===== src/rtl/truth_sweep_pkg.sv =====
// Shared types and constants for the truth_sweep truth-table evaluator.
package truth_sweep_pkg;

    typedef enum logic [1:0] {
        ST_IDLE = 2'd0,
        ST_RUN  = 2'd1,
        ST_DONE = 2'd2
    } state_t;

    localparam int MODE_BINARY = 0;
    localparam int MODE_GRAY   = 1;

    // Legal range of the function input count N.
    localparam int N_MIN = 1;
    localparam int N_MAX = 6;

    function automatic logic [N_MAX-1:0] gray_of(input logic [N_MAX-1:0] b);
        return b ^ (b >> 1);
    endfunction

endpackage


===== src/rtl/truth_sweep_enc.sv =====
// Index-to-vector encoder: binary pass-through or reflected Gray, chosen by MODE.
module truth_sweep_enc
    import truth_sweep_pkg::*;
#(
    parameter int N    = 3,
    parameter int MODE = MODE_BINARY
) (
    input  logic [N-1:0] i_idx,
    output logic [N-1:0] o_vec
);

    logic [N_MAX-1:0] w_idx_wide;
    logic [N_MAX-1:0] w_gray_wide;

    assign w_idx_wide  = N_MAX'(i_idx);
    assign w_gray_wide = gray_of(w_idx_wide);

    generate
        if (MODE == MODE_GRAY) begin : g_gray
            assign o_vec = w_gray_wide[N-1:0];
        end else begin : g_bin
            assign o_vec = i_idx;
        end
    endgenerate

    logic w_unused;
    assign w_unused = ^{w_gray_wide};

endmodule


===== src/rtl/truth_sweep.sv =====
// Sequential N-input truth-table sweeper with valid/ready output and minterm count.
// Optional abort input enabled by defining TRUTH_SWEEP_ABORT_EN.
module truth_sweep
    import truth_sweep_pkg::*;
#(
    parameter int N    = 3,
    parameter int MODE = MODE_BINARY
) (
    input  logic               clk,
    input  logic               rst_n,
    input  logic               start,
    input  logic [(1<<N)-1:0]  tt_in,
`ifdef TRUTH_SWEEP_ABORT_EN
    input  logic               abort,
`endif
    output logic               busy,
    output logic               out_valid,
    input  logic               out_ready,
    output logic [N-1:0]       out_vec,
    output logic               out_s,
    output logic               done,
    output logic [N:0]         ones_count
);

    localparam int TT_W = 1 << N;

    state_t            r_state;
    state_t            w_next_state;
    logic [TT_W-1:0]   r_tt;
    logic [N-1:0]      r_idx;
    logic              r_last;
    logic [N-1:0]      r_out_vec;
    logic              r_out_s;
    logic [N:0]        r_ones;
    logic              r_busy;
    logic              r_out_valid;
    logic              r_done;

    logic              w_abort;
    logic              w_xfer;
    logic              w_load;
    logic [N-1:0]      w_idx_nxt;
    logic [N-1:0]      w_vec_nxt;

`ifdef TRUTH_SWEEP_ABORT_EN
    assign w_abort = abort;
`else
    assign w_abort = 1'b0;
`endif

    assign w_idx_nxt = r_idx + 1'b1;

    // The lookahead vector lets out_s be a registered lookup aligned with out_vec.
    truth_sweep_enc #(
        .N    (N),
        .MODE (MODE)
    ) u_enc (
        .i_idx (w_idx_nxt),
        .o_vec (w_vec_nxt)
    );

    always_comb begin
        w_next_state = r_state;
        w_xfer       = 1'b0;
        w_load       = 1'b0;
        case (r_state)
            ST_IDLE: begin
                if (start) begin
                    w_load       = 1'b1;
                    w_next_state = ST_RUN;
                end
            end
            ST_RUN: begin
                // Abort wins over a simultaneous ready: the in-flight vector is dropped.
                if (w_abort) begin
                    w_next_state = ST_DONE;
                end else if (out_ready) begin
                    w_xfer = 1'b1;
                    if (r_last) w_next_state = ST_DONE;
                end
            end
            ST_DONE: w_next_state = ST_IDLE;
            default: w_next_state = ST_IDLE;
        endcase
    end

    always_ff @(posedge clk or negedge rst_n) begin
        if (!rst_n) begin
            r_state     <= ST_IDLE;
            r_busy      <= 1'b0;
            r_out_valid <= 1'b0;
            r_done      <= 1'b0;
        end else begin
            r_state     <= w_next_state;
            r_busy      <= (w_next_state != ST_IDLE);
            r_out_valid <= (w_next_state == ST_RUN);
            r_done      <= (w_next_state == ST_DONE);
        end
    end

    always_ff @(posedge clk or negedge rst_n) begin
        if (!rst_n) begin
            r_tt      <= '0;
            r_idx     <= '0;
            r_last    <= 1'b0;
            r_out_vec <= '0;
            r_out_s   <= 1'b0;
            r_ones    <= '0;
        end else if (w_load) begin
            r_tt      <= tt_in;
            r_idx     <= '0;
            r_last    <= 1'b0;
            r_out_vec <= '0;
            r_out_s   <= tt_in[0];
            r_ones    <= '0;
        end else if (w_xfer) begin
            r_ones <= r_ones + {{N{1'b0}}, r_out_s};
            // After the final transfer the index parks instead of wrapping.
            if (!r_last) begin
                r_idx     <= w_idx_nxt;
                r_last    <= &w_idx_nxt;
                r_out_vec <= w_vec_nxt;
                r_out_s   <= r_tt[w_vec_nxt];
            end
        end
    end

    assign busy       = r_busy;
    assign out_valid  = r_out_valid;
    assign out_vec    = r_out_vec;
    assign out_s      = r_out_s;
    assign done       = r_done;
    assign ones_count = r_ones;

endmodule


===== config.mk =====
export PLATFORM = sky130hd
export DESIGN_NAME = truth_sweep
export DESIGN_NICKNAME = d
export VERILOG_FILES = /design/src/rtl/truth_sweep_pkg.sv /design/src/rtl/truth_sweep_enc.sv /design/src/rtl/truth_sweep.sv
export SDC_FILE = /design/constraint.sdc
export NUM_CORES = 1
export LEC_CHECK = 0
export CAP_MARGIN = 20
export CORE_MARGIN = 2
export CORE_UTILIZATION = 43
export CTS_CLUSTER_SIZE = 16
export DETAILED_ROUTE_END_ITERATION = 10
export GPL_TIMING_DRIVEN = 0
export PLACE_DENSITY_LB_ADDON = 0.2
export SYNTH_ARGS = -nofsm -noshare
export SYNTH_HDL_FRONTEND = slang
export SYNTH_SLANG_ARGS = --single-unit

===== constraint.sdc =====
create_clock -name clk -period 1.5 [get_ports clk]
set_input_delay 0.15 -clock clk [delete_from_list [all_inputs] [get_ports clk]]
set_output_delay 0.15 -clock clk [all_outputs]
set_load 0.01 [all_outputs]

==> summary.md, run 1 <==
| Metric | Value |
|---|---|
| Clock Tree Buf Depth | 2 |
| Pleak | 0.6297 nW |
| Top-area cell type share of the netlist area | 55.00% |
| Setup TNS | 0 ns |
| CTS tree | done |
| Crit-path slowest cell | dfrtp_2 |
| Count leader, synth | nand2_1 |
| Worst Setup Start Kind | register |
| Post-Synth XOR/XNOR Area | 3.500% |
| Top cells by count, synth | 29 x nand2_1, 22 x dfrtp_1, 8 x nor2_1 |
| Finished Layout Cells | 148 |
| Placed cell count | 144 |
| Chip width | 52.25 um |
| Met2 GRT Util | 23.42% |
| Clock Pin Slew Worst Setup and Hold Paths | 0.12 ns |
| Critical Path End Type | register |
| Gate Count Post-Synth | 94 |
| Post-synthesis net count | 110 |
| Fin crit share | 95.97% |
| Critical path class | reg -> reg |
| First-pass GRT wire length | 3063 um |
| Iter 0 DRT Violations | 9 |
| Skew-Pair Late Insertion Delay | 0.31 ns |
| Max Freq | 0.6947 GHz |
| Synth Cell Area | 0.001001 mm^2 |
| R2r setup slk | 0.06 ns |
| Largest cells by area after synthesis | dfrtp_1 55%, nand2_1 11%, mux4_1 5.3% |
| Clock root buffer master | clkbuf_4 |
| Largest family of logic cells by synthesized area | simple AND/OR/NAND/NOR gates |
| Synth Area in Simple Gates | 20.38% |
| Post-CTS resize count | 1 |
| Buffers on Ports | 22 |
| Final setup fails | 0 |
| Number of synthesis warnings | 0 |
| DR DRC count | 0 |
| Starting Density | 45.25% |
| Met3 Resource Use GR | 3.429% |
| Largest net degree at the start of global routing | 23 |
| Global route total overflow | 0 |
| Placed Instance Area | 0.001256 mm^2 |
| Final Max Tran Viols | 0 |
| Top_reg_cell synth | dfrtp_1 |
| GRT met1 Usage | 21.36% |
| Distinct cells, synth | 23 |
| CP cell instances | inv_1 -> ha_1 -> mux4_1 -> mux2i_1 -> a21oi_1 |
| Clock Sinks | 22 |
| Post-layout min period | 1.440 ns |
| Rel. slew slack | 83.69% |
| Fraction of layout cells with a size suffix above 1 | 7.500% |
| Height of the die | 52.25 um |
| Post-CTS Setup Bufs | 0 |
| Tightest Pin Transition | 0.2438 ns |
| Status | finished, final reports clean |
| Synth Area in Adders | 5.000% |
| Post-synth EDFFs | 0 |
| DR pass1 iterations | 4 |
| RSZ-0062 raised after global routing | yes |
| I/O pins | 23 |
| Layout Utilization | 59.22% |
| Synthesized area per cell | 10.65 um^2 |
| Final worst slack | 0.06048 ns |
| Vias/cell | 5.061 |
| Worst EP arrival | 1.63 ns |
| Async set-reset flop share out of synthesis | 100.0% |
| Post-detail-place hpwl | 1234 um |
| Worst Clk Skew | 0.01233 ns |
| Hold Violations, Final | 0 |
| Cell taking the most area after synthesis | dfrtp_1 |
| Hold/Removal Path Class | in -> async |
| Die ar. | 0.002730 mm^2 |
| Mux cell area share after synthesis | 8.250% |
| MaxCap Viol Count | 0 |
| CTS buffer count | 3 |
| Post-Place Setup Slack | 0.009143 ns |
| Layout net count | 138 |
| H-tree Lvls | 1 |
| Final instance area | 0.001310 mm^2 |
| CP required | 1.69 ns |
| Vias in the first global route | 692 |
| Total wire length | 1738 um |
| Max Fanout on Critical Path | 6 |
| Synth Area in Compound Gates | 5.375% |
| Post-synthesis register bit count | 22 |
| Routability cong. | 0.7054 |
| VDD IR-drop max | 807.2 uV |
| Initial antenna violation count | 0 |
| Antenna Nets Post-Route | 0 |
| FP Rows | 17 |
| Antenna diodes | 0 |
| Worst path max stage delay | 0.45 ns |
| DR WL/cell | 11.74 um |
| Busiest grt layer | met2 |
| Hold-fix buffers, CTS | 0 |
| Area Overhead vs Synth | 30.88% |
| DR vias | 749 |
| Power density over the cells | 1798 mW/mm^2 |
| Core box area | 0.002212 mm^2 |
| Tot GR Track Use | 15.78% |
| Sequential-to-total area share from yosys stat | 55.00% |
-- layout make-up --
class | count | area, um^2
plain buffers | 3 | 17.52
clock buffers | 3 | 22.52
fillers | 196 | 902.1
inverters | 2 | 7.507
multi-input cells | 67 | 425.4
flip-flops and latches | 22 | 551.8
well taps | 28 | 35.03
repair buffers | 23 | 250.2
-- routing by layer --
layer | share of wire (%) | wire length, um
met4 | 2.3 | 40
met2 | 47 | 825
met1 | 45 | 789
met3 | 4.7 | 82
met5 | 0 | 0
-- placed cells by master (no fill, tap or decap), types with 3 or more instances in the layout --
cell	count
and2_1	3
mux2i_1	3
clkbuf_4	3
dfrtp_1	21
clkdlybuf4s50_1	21
ha_1	4
xor2_1	3
nor2_1	8
nand2_1	29
-- cells by family after synthesis --
kind of cell / Yosys count
XOR/XNOR: 4
multiplexers: 5
AO/OA/AOI/OAI: 8
adder cells (fa/ha/maj): 4
flip-flops: 22
AND/OR/NAND/NOR: 46
buffers and inverters: 5
-- flip-flops by register name, summed over array words and instances, names as in the netlist --
name,count
done,1
r_last,1
out_valid,1
r_state,2
r_tt,8
ones_count,4
out_vec,3
busy,1
out_s,1
-- stage by stage --
step	total power, mW	hold slack (ns)
after floorplan	1.685	-0.1456
after global placement	2.084	0.4542
after detailed placement	2.116	0.4549
after CTS	2.381	0.3544
after global routing	2.583	0.01953
final	2.355	0.03316
-- worst max-delay path: cells and delay by family, from the launching register on --
kind,cells,cell delay [ns]
flops,1,0.45
compound gates,1,0.08
buf+inv,1,0.06
fa+ha+maj,1,0.31
mux,2,0.42
-- power breakdown --
part           switching (mW)  internal (mW)
logic                   0.467          0.594
clock network           0.174         0.0939
registers               0.185          0.842
total                   0.825           1.53
-- final timing paths --
check,from,endpoint,cells past startpoint
min in group clk,tt_in[4],r_tt[4],3
setup / recovery,out_vec[0],out_s,5
max in group asynchronous,rst_n,ones_count[3],2
hold / removal,rst_n,r_state[0],1
hold reg to reg,r_tt[2],r_tt[2],2
setup reg to reg,out_vec[0],out_s,5
Note: power is estimated with default switching activity, not from simulation.
==> inputs of run 2 (changes only) <==
PLACE_DENSITY = 0.73   (was not set)
PLACE_DENSITY_LB_ADDON = not set   (was 0.2)
SLEW_MARGIN = 20   (was not set)
==> summary.md, run 2 (same netlist as run 1, synthesis figures left out) <==
| Metric | Value |
|---|---|
| Status | finished, final reports clean |
| CTS tree | done |
| VDD IR-drop max | 943.2 uV (+17%) |
| MaxCap Viol Count | 0 (unchanged) |
| DR DRC count | 0 (unchanged) |
| Initial antenna violation count | 0 (unchanged) |
| Antenna Nets Post-Route | 0 (unchanged) |
| # fillers | 214 (+9.2%) |
| Post-detail-place hpwl | 1289 um (+4.5%) |
| Iter 0 DRT Violations | 9 (unchanged) |
| Buffers on Ports | 22 (unchanged) |
| Fin crit share | 96.70% (+0.73 points) |
| Height of the die | 52.25 um (unchanged) |
| Rel. slew slack | 67.49% (-16 points) |
| Area Overhead vs Synth | 28.62% |
| Core box area | 0.002212 mm^2 (unchanged) |
| Clock Tree Buf Depth | 2 (unchanged) |
| Largest register by flop count | r_tt |
| Tot GR Track Use | 15.37% (-0.41 points) |
| DR pass1 iterations | 4 (unchanged) |
| Clock Pin Slew Worst Setup and Hold Paths | 0.11 ns (about the same) |
| Chip width | 52.25 um (unchanged) |
| Routability cong. | 0.7725 (+9.5%) |
| First-pass GRT wire length | 3056 um (-0.23%) |
| CTS buffer count | 3 (unchanged) |
| Layout net count | 138 (unchanged) |
| Clock root buffer master | clkbuf_4 |
| Footprint of the multi-input gates | 425.4 um^2 (unchanged) |
| Max Freq | 0.6894 GHz (-0.76%) |
| Die ar. | 0.002730 mm^2 (unchanged) |
| Worst Clk Skew | 0.003572 ns (-0.008759 ns) |
| Starting Density | 45.25% (unchanged) |
| Setup TNS | 0 ns (unchanged) |
| Fraction of layout cells with a size suffix above 1 | 7.500% (unchanged) |
| Finished Layout Cells | 148 (unchanged) |
| Register area | 551.8 um^2 (unchanged) |
| Hold/Removal Path Class | in -> async |
| Placed cell count | 144 (unchanged) |
| Worst EP arrival | 1.65 ns (+0.02 ns) |
| RSZ-0062 raised after global routing | no |
| Global route total overflow | 0 (unchanged) |
| Critical path class | reg -> reg |
| Skew-Pair Late Insertion Delay | 0.30 ns (about the same) |
| Most frequent cells in the layout | 29 x nand2_1, 21 x dfrtp_1, 20 x clkdlybuf4s50_1 |
| Commonest non-fill, non-tap cell in the layout | nand2_1 |
| FP Rows | 17 (unchanged) |
| Post-Place Setup Slack | -0.002669 ns (-0.01181 ns) |
| Total wire length | 1776 um (+2.2%) |
| H-tree Lvls | 1 (unchanged) |
| Critical Path End Type | register |
| Pleak | 0.6212 nW (-1.3%) |
| Tightest Pin Transition | 0.4876 ns (+0.2438 ns) |
| Vias in the first global route | 729 (+5.3%) |
| Final setup fails | 0 (unchanged) |
| Final worst slack | 0.04949 ns (-0.01099 ns) |
| Max FFs per register | 8 (unchanged) |
| Max Fanout on Critical Path | 6 (unchanged) |
| Vias/cell | 5.088 (+0.53%) |
| DR vias | 753 (+0.53%) |
| Power density over the cells | 1827 mW/mm^2 (+1.7%) |
| Layout Utilization | 58.20% (-1.0 points) |
| I/O pins | 23 (unchanged) |
| Placed Instance Area | 0.001256 mm^2 (unchanged) |
| Antenna diodes | 0 (unchanged) |
| Final Max Tran Viols | 0 (unchanged) |
| Final instance area | 0.001287 mm^2 (-1.7%) |
| Largest net degree at the start of global routing | 23 (unchanged) |
| Worst Setup Start Kind | register |
| Hold_ws | 0.3291 ns (+0.2959 ns) |
| PnR Total Power | 2.353 mW (about the same) |
| CP required | 1.70 ns (about the same) |
| Post-layout min period | 1.451 ns (+0.01099 ns) |
| DR WL/cell | 12.00 um (+2.2%) |
| Clock Sinks | 22 (unchanged) |
| Hold Violations, Final | 0 (unchanged) |
==> run 2: cell count changes in the layout (fill, tap and decap cells not counted), sizes merged <==
| cell | change |
|---|---|
| clkdlybuf4s50 | -1 |
| dlygate4sd3 | +1 |
==> run 2: worst paths after layout <==
check	from	endpoint	slack [ns]	depth (start not counted)
worst max-delay path	out_vec[0]	out_s	0.05	5
worst min-delay path	rst_n	ones_count[0]	0.33	2
worst max register to register	out_vec[0]	out_s	0.05	5
worst min register to register	r_tt[6]	r_tt[6]	0.48	2
max in group asynchronous	rst_n	out_vec[0]	0.82	2
min in group clk	tt_in[4]	r_tt[4]	0.36	3
==> run 2: critical path: stages, from the launching register on <==
cell and delay [ns]:
dfrtp_2 0.46, inv_1 0.06, ha_1 0.32, mux4_1 0.29, mux2i_1 0.14, a21oi_1 0.08
==> run 2: cell type report <==
type | instances | area share [%]
multi-input combinational | 67 | 33.04
inverter | 2 | 0.5831
sequential | 22 | 42.86
tap | 28 | 2.721
timing repair buffer | 23 | 17.69
clock buffer | 3 | 1.749
buffer | 3 | 1.361
==> run 2: where the power goes <==
part,total (mW),internal (mW),switching [mW]
Clock,0.261,0.0936,0.167
Combinational,1.06,0.585,0.470
Sequential,1.04,0.842,0.194
==> run 2: repair_timing <==
item | CTS | global route
endpoints found under the hold margin | 0 | 22
setup endpoints to repair | 2 | 1
resized for setup | 1 | 1
setup buffers | 0 | 0
hold buffers | 0 | 1
pin swaps | 0 | 0
==> run 2: routing by layer <==
metal  share of wire, %  GRT usage (%)
met1                 47          19.32
met2                 47          26.16
met3                4.4          2.571
met4                1.5          6.410
met5                  0              0
==> inputs of run 3 (changes only) <==
CORE_UTILIZATION = 41   (was 43)
PLACE_DENSITY = 0.7   (was 0.73)
==> summary.md, run 3 (same netlist as run 1, synthesis figures left out) <==
| Metric | Value |
|---|---|
| CP cell instances | clkdlybuf4s50_1 |
| Largest delay contributor family on the critical path | buffers and inverters |
| Global route total overflow | 0 (unchanged) |
| CP required | 1.35 ns (-0.35 ns) |
| Antenna diodes | 0 (unchanged) |
| Height of the die | 53.41 um (+2.2%) |
| Hold/Removal Path Class | in -> async |
| Vias/cell | 5.064 (-0.47%) |
| First-pass GRT wire length | 3443 um (+13%) |
| Worst Setup Start Kind | register |
| VDD IR-drop max | 981.7 uV (+4.1%) |
| Placed cell count | 144 (unchanged) |
| Hold Violations, Final | 0 (unchanged) |
| Commonest non-fill, non-tap cell in the layout | nand2_1 |
| Placed Instance Area | 0.001256 mm^2 (unchanged) |
| Layout net count | 145 (+5.1%) |
| Status | finished, final reports clean |
| Crit-path slowest cell | clkdlybuf4s50_1 |
| DR pass1 iterations | 4 (unchanged) |
| Core box area | 0.002255 mm^2 (+1.9%) |
| FP Rows | 17 (unchanged) |
| Critical Path End Type | output port |
| # fillers | 217 (+1.4%) |
| Rel. slew slack | 67.75% (+0.26 points) |
| Critical path class | reg -> out |
| Tot GR Track Use | 17.41% (+2.0 points) |
| I/O pins | 23 (unchanged) |
| DR DRC count | 0 (unchanged) |
| Clock root buffer master | clkbuf_4 |
| Clock Tree Buf Depth | 2 (unchanged) |
| Worst Clk Skew | 0.006462 ns (+0.002890 ns) |
| Buffers on Ports | 22 (unchanged) |
| Initial antenna violation count | 0 (unchanged) |
| Worst path max stage delay | 0.55 ns (+0.09 ns) |
| CTS buffer count | 3 (unchanged) |
| Worst path bufs/invs | 1 (unchanged) |
| Starting Density | 44.40% (-0.85 points) |
| RSZ-0062 raised after global routing | yes |
| Vias in the first global route | 781 (+7.1%) |
| Skew-Pair Late Insertion Delay | 0.31 ns (about the same) |
| Final Max Tran Viols | 0 (unchanged) |
| Final instance area | 0.001371 mm^2 (+6.5%) |
| Max FFs per register | 8 (unchanged) |
| Tightest Pin Transition | 0.4838 ns (-0.003855 ns) |
| Post-Place Setup Slack | -0.05116 ns (-0.04849 ns) |
| Max Freq | 0.6920 GHz (+0.37%) |
| Area Overhead vs Synth | 37.00% |
| MaxCap Viol Count | 0 (unchanged) |
| Final worst slack | 0.05490 ns (+0.005407 ns) |
| Iter 0 DRT Violations | 9 (unchanged) |
| Post-detail-place hpwl | 1342 um (+4.1%) |
| CTS tree | done |
| Max Fanout on Critical Path | 4 (-2) |
| DR WL/cell | 12.80 um (+6.7%) |
| Final setup fails | 0 (unchanged) |
| Total wire length | 1997 um (+12%) |
| Pleak | 0.6546 nW (+5.4%) |
| DR vias | 790 (+4.9%) |
| Die ar. | 0.002853 mm^2 (+4.5%) |
| Routability cong. | 0.7325 (-5.2%) |
| Critical R2R Launch | out_vec[0] |
| Clock Sinks | 22 (unchanged) |
| Clock Pin Slew Worst Setup and Hold Paths | 0.12 ns (about the same) |
| Worst EP arrival | 1.30 ns (-0.35 ns) |
| Fraction of layout cells with a size suffix above 1 | 17.19% (+9.7 points) |
| Chip width | 53.41 um (+2.2%) |
| Fin crit share | 96.34% (-0.36 points) |
| Largest register by flop count | r_tt |
| Most frequent cells in the layout | 29 x nand2_1, 20 x dfrtp_1, 20 x clkdlybuf4s50_1 |
| Post-layout min period | 1.445 ns (-0.005406 ns) |
| Worst setup startpoint | out_vec[0] |
| Largest net degree at the start of global routing | 23 (unchanged) |
| Power density over the cells | 1949 mW/mm^2 (+6.7%) |
| H-tree Lvls | 1 (unchanged) |
| Finished Layout Cells | 156 (+5.4%) |
| Antenna Nets Post-Route | 0 (unchanged) |
run 3: changes by cell type in the layout (fill, tap and decap cells not counted):
cell and change:
buf_4 +6, mux4_1 -2, mux4_2 +2, buf_6 +1, clkbuf_8 +1, dfrtp_1 -1, dfrtp_2 +1, ha_1 -1
ha_4 +1, xor2_1 -1, xor2_2 +1
run 3: final timing paths:
kind	endpoint	slack, ns	cells after the start
setup reg to reg	out_s	0.06	5
setup / recovery	out_vec[0]	0.05	1
max in group asynchronous	out_vec[1]	0.83	2
min in group clk	r_tt[3]	0.35	3
hold reg to reg	r_tt[2]	0.49	2
hold / removal	ones_count[1]	0.31	2
run 3: routing by layer:
layer / vias up / routed length (um) / track usage (%)
met5: - / 0 / 0
met1: 377 / 879 / 21.27
li1: 383 / - / -
met2: 28 / 993 / 29.84
met4: 0 / 23 / 6.410
met3: 2 / 100 / 3.672
run 3: what timing repair did:
action / CTS / global route
setup buffers: 3 / 4
resized for setup: 1 / 7
endpoints found under the setup margin: 2 / 3
hold buffers: 0 / 1
pin swaps: 0 / 1
endpoints found under the hold margin: 0 / 22
run 3: worst reg2reg max path, cell delays in order, from the launching register on:
cell     delay, ns
dfrtp_2       0.43
inv_1         0.09
ha_4          0.28
mux4_2        0.30
mux2i_1       0.16
a21oi_1       0.08
run 3: metrics by stage:
stage	hold slack [ns]	power, mW	setup TNS [ns]	util (%)
floorplan	-0.1456	1.685	0	-
global placement	0.4513	2.085	-0.005162	55.72
detailed placement	0.4553	2.136	-0.05116	55.72
CTS	0.3409	2.533	0	58.38
global route	0.3391	2.896	-0.02680	60.82
finish	0.3119	2.673	0	60.82
run 3: report_power, final:
group	total, mW	internal (mW)	switching, mW
Sequential	1.04	0.845	0.199
Combinational	1.30	0.737	0.560
Clock	0.332	0.148	0.184
Total	2.67	1.73	0.943
run 3: layout make-up:
class | count | area, um^2 | area share (%)
Buffer | 3 | 17.52 | 1.277
Clock buffer | 4 | 36.28 | 2.646
Inverter | 2 | 7.507 | 0.5474
Multi-Input combinational cell | 67 | 437.9 | 31.93
Sequential cell | 22 | 553.0 | 40.33
Tap cell | 28 | 35.03 | 2.555
Timing Repair Buffer | 30 | 284.0 | 20.71
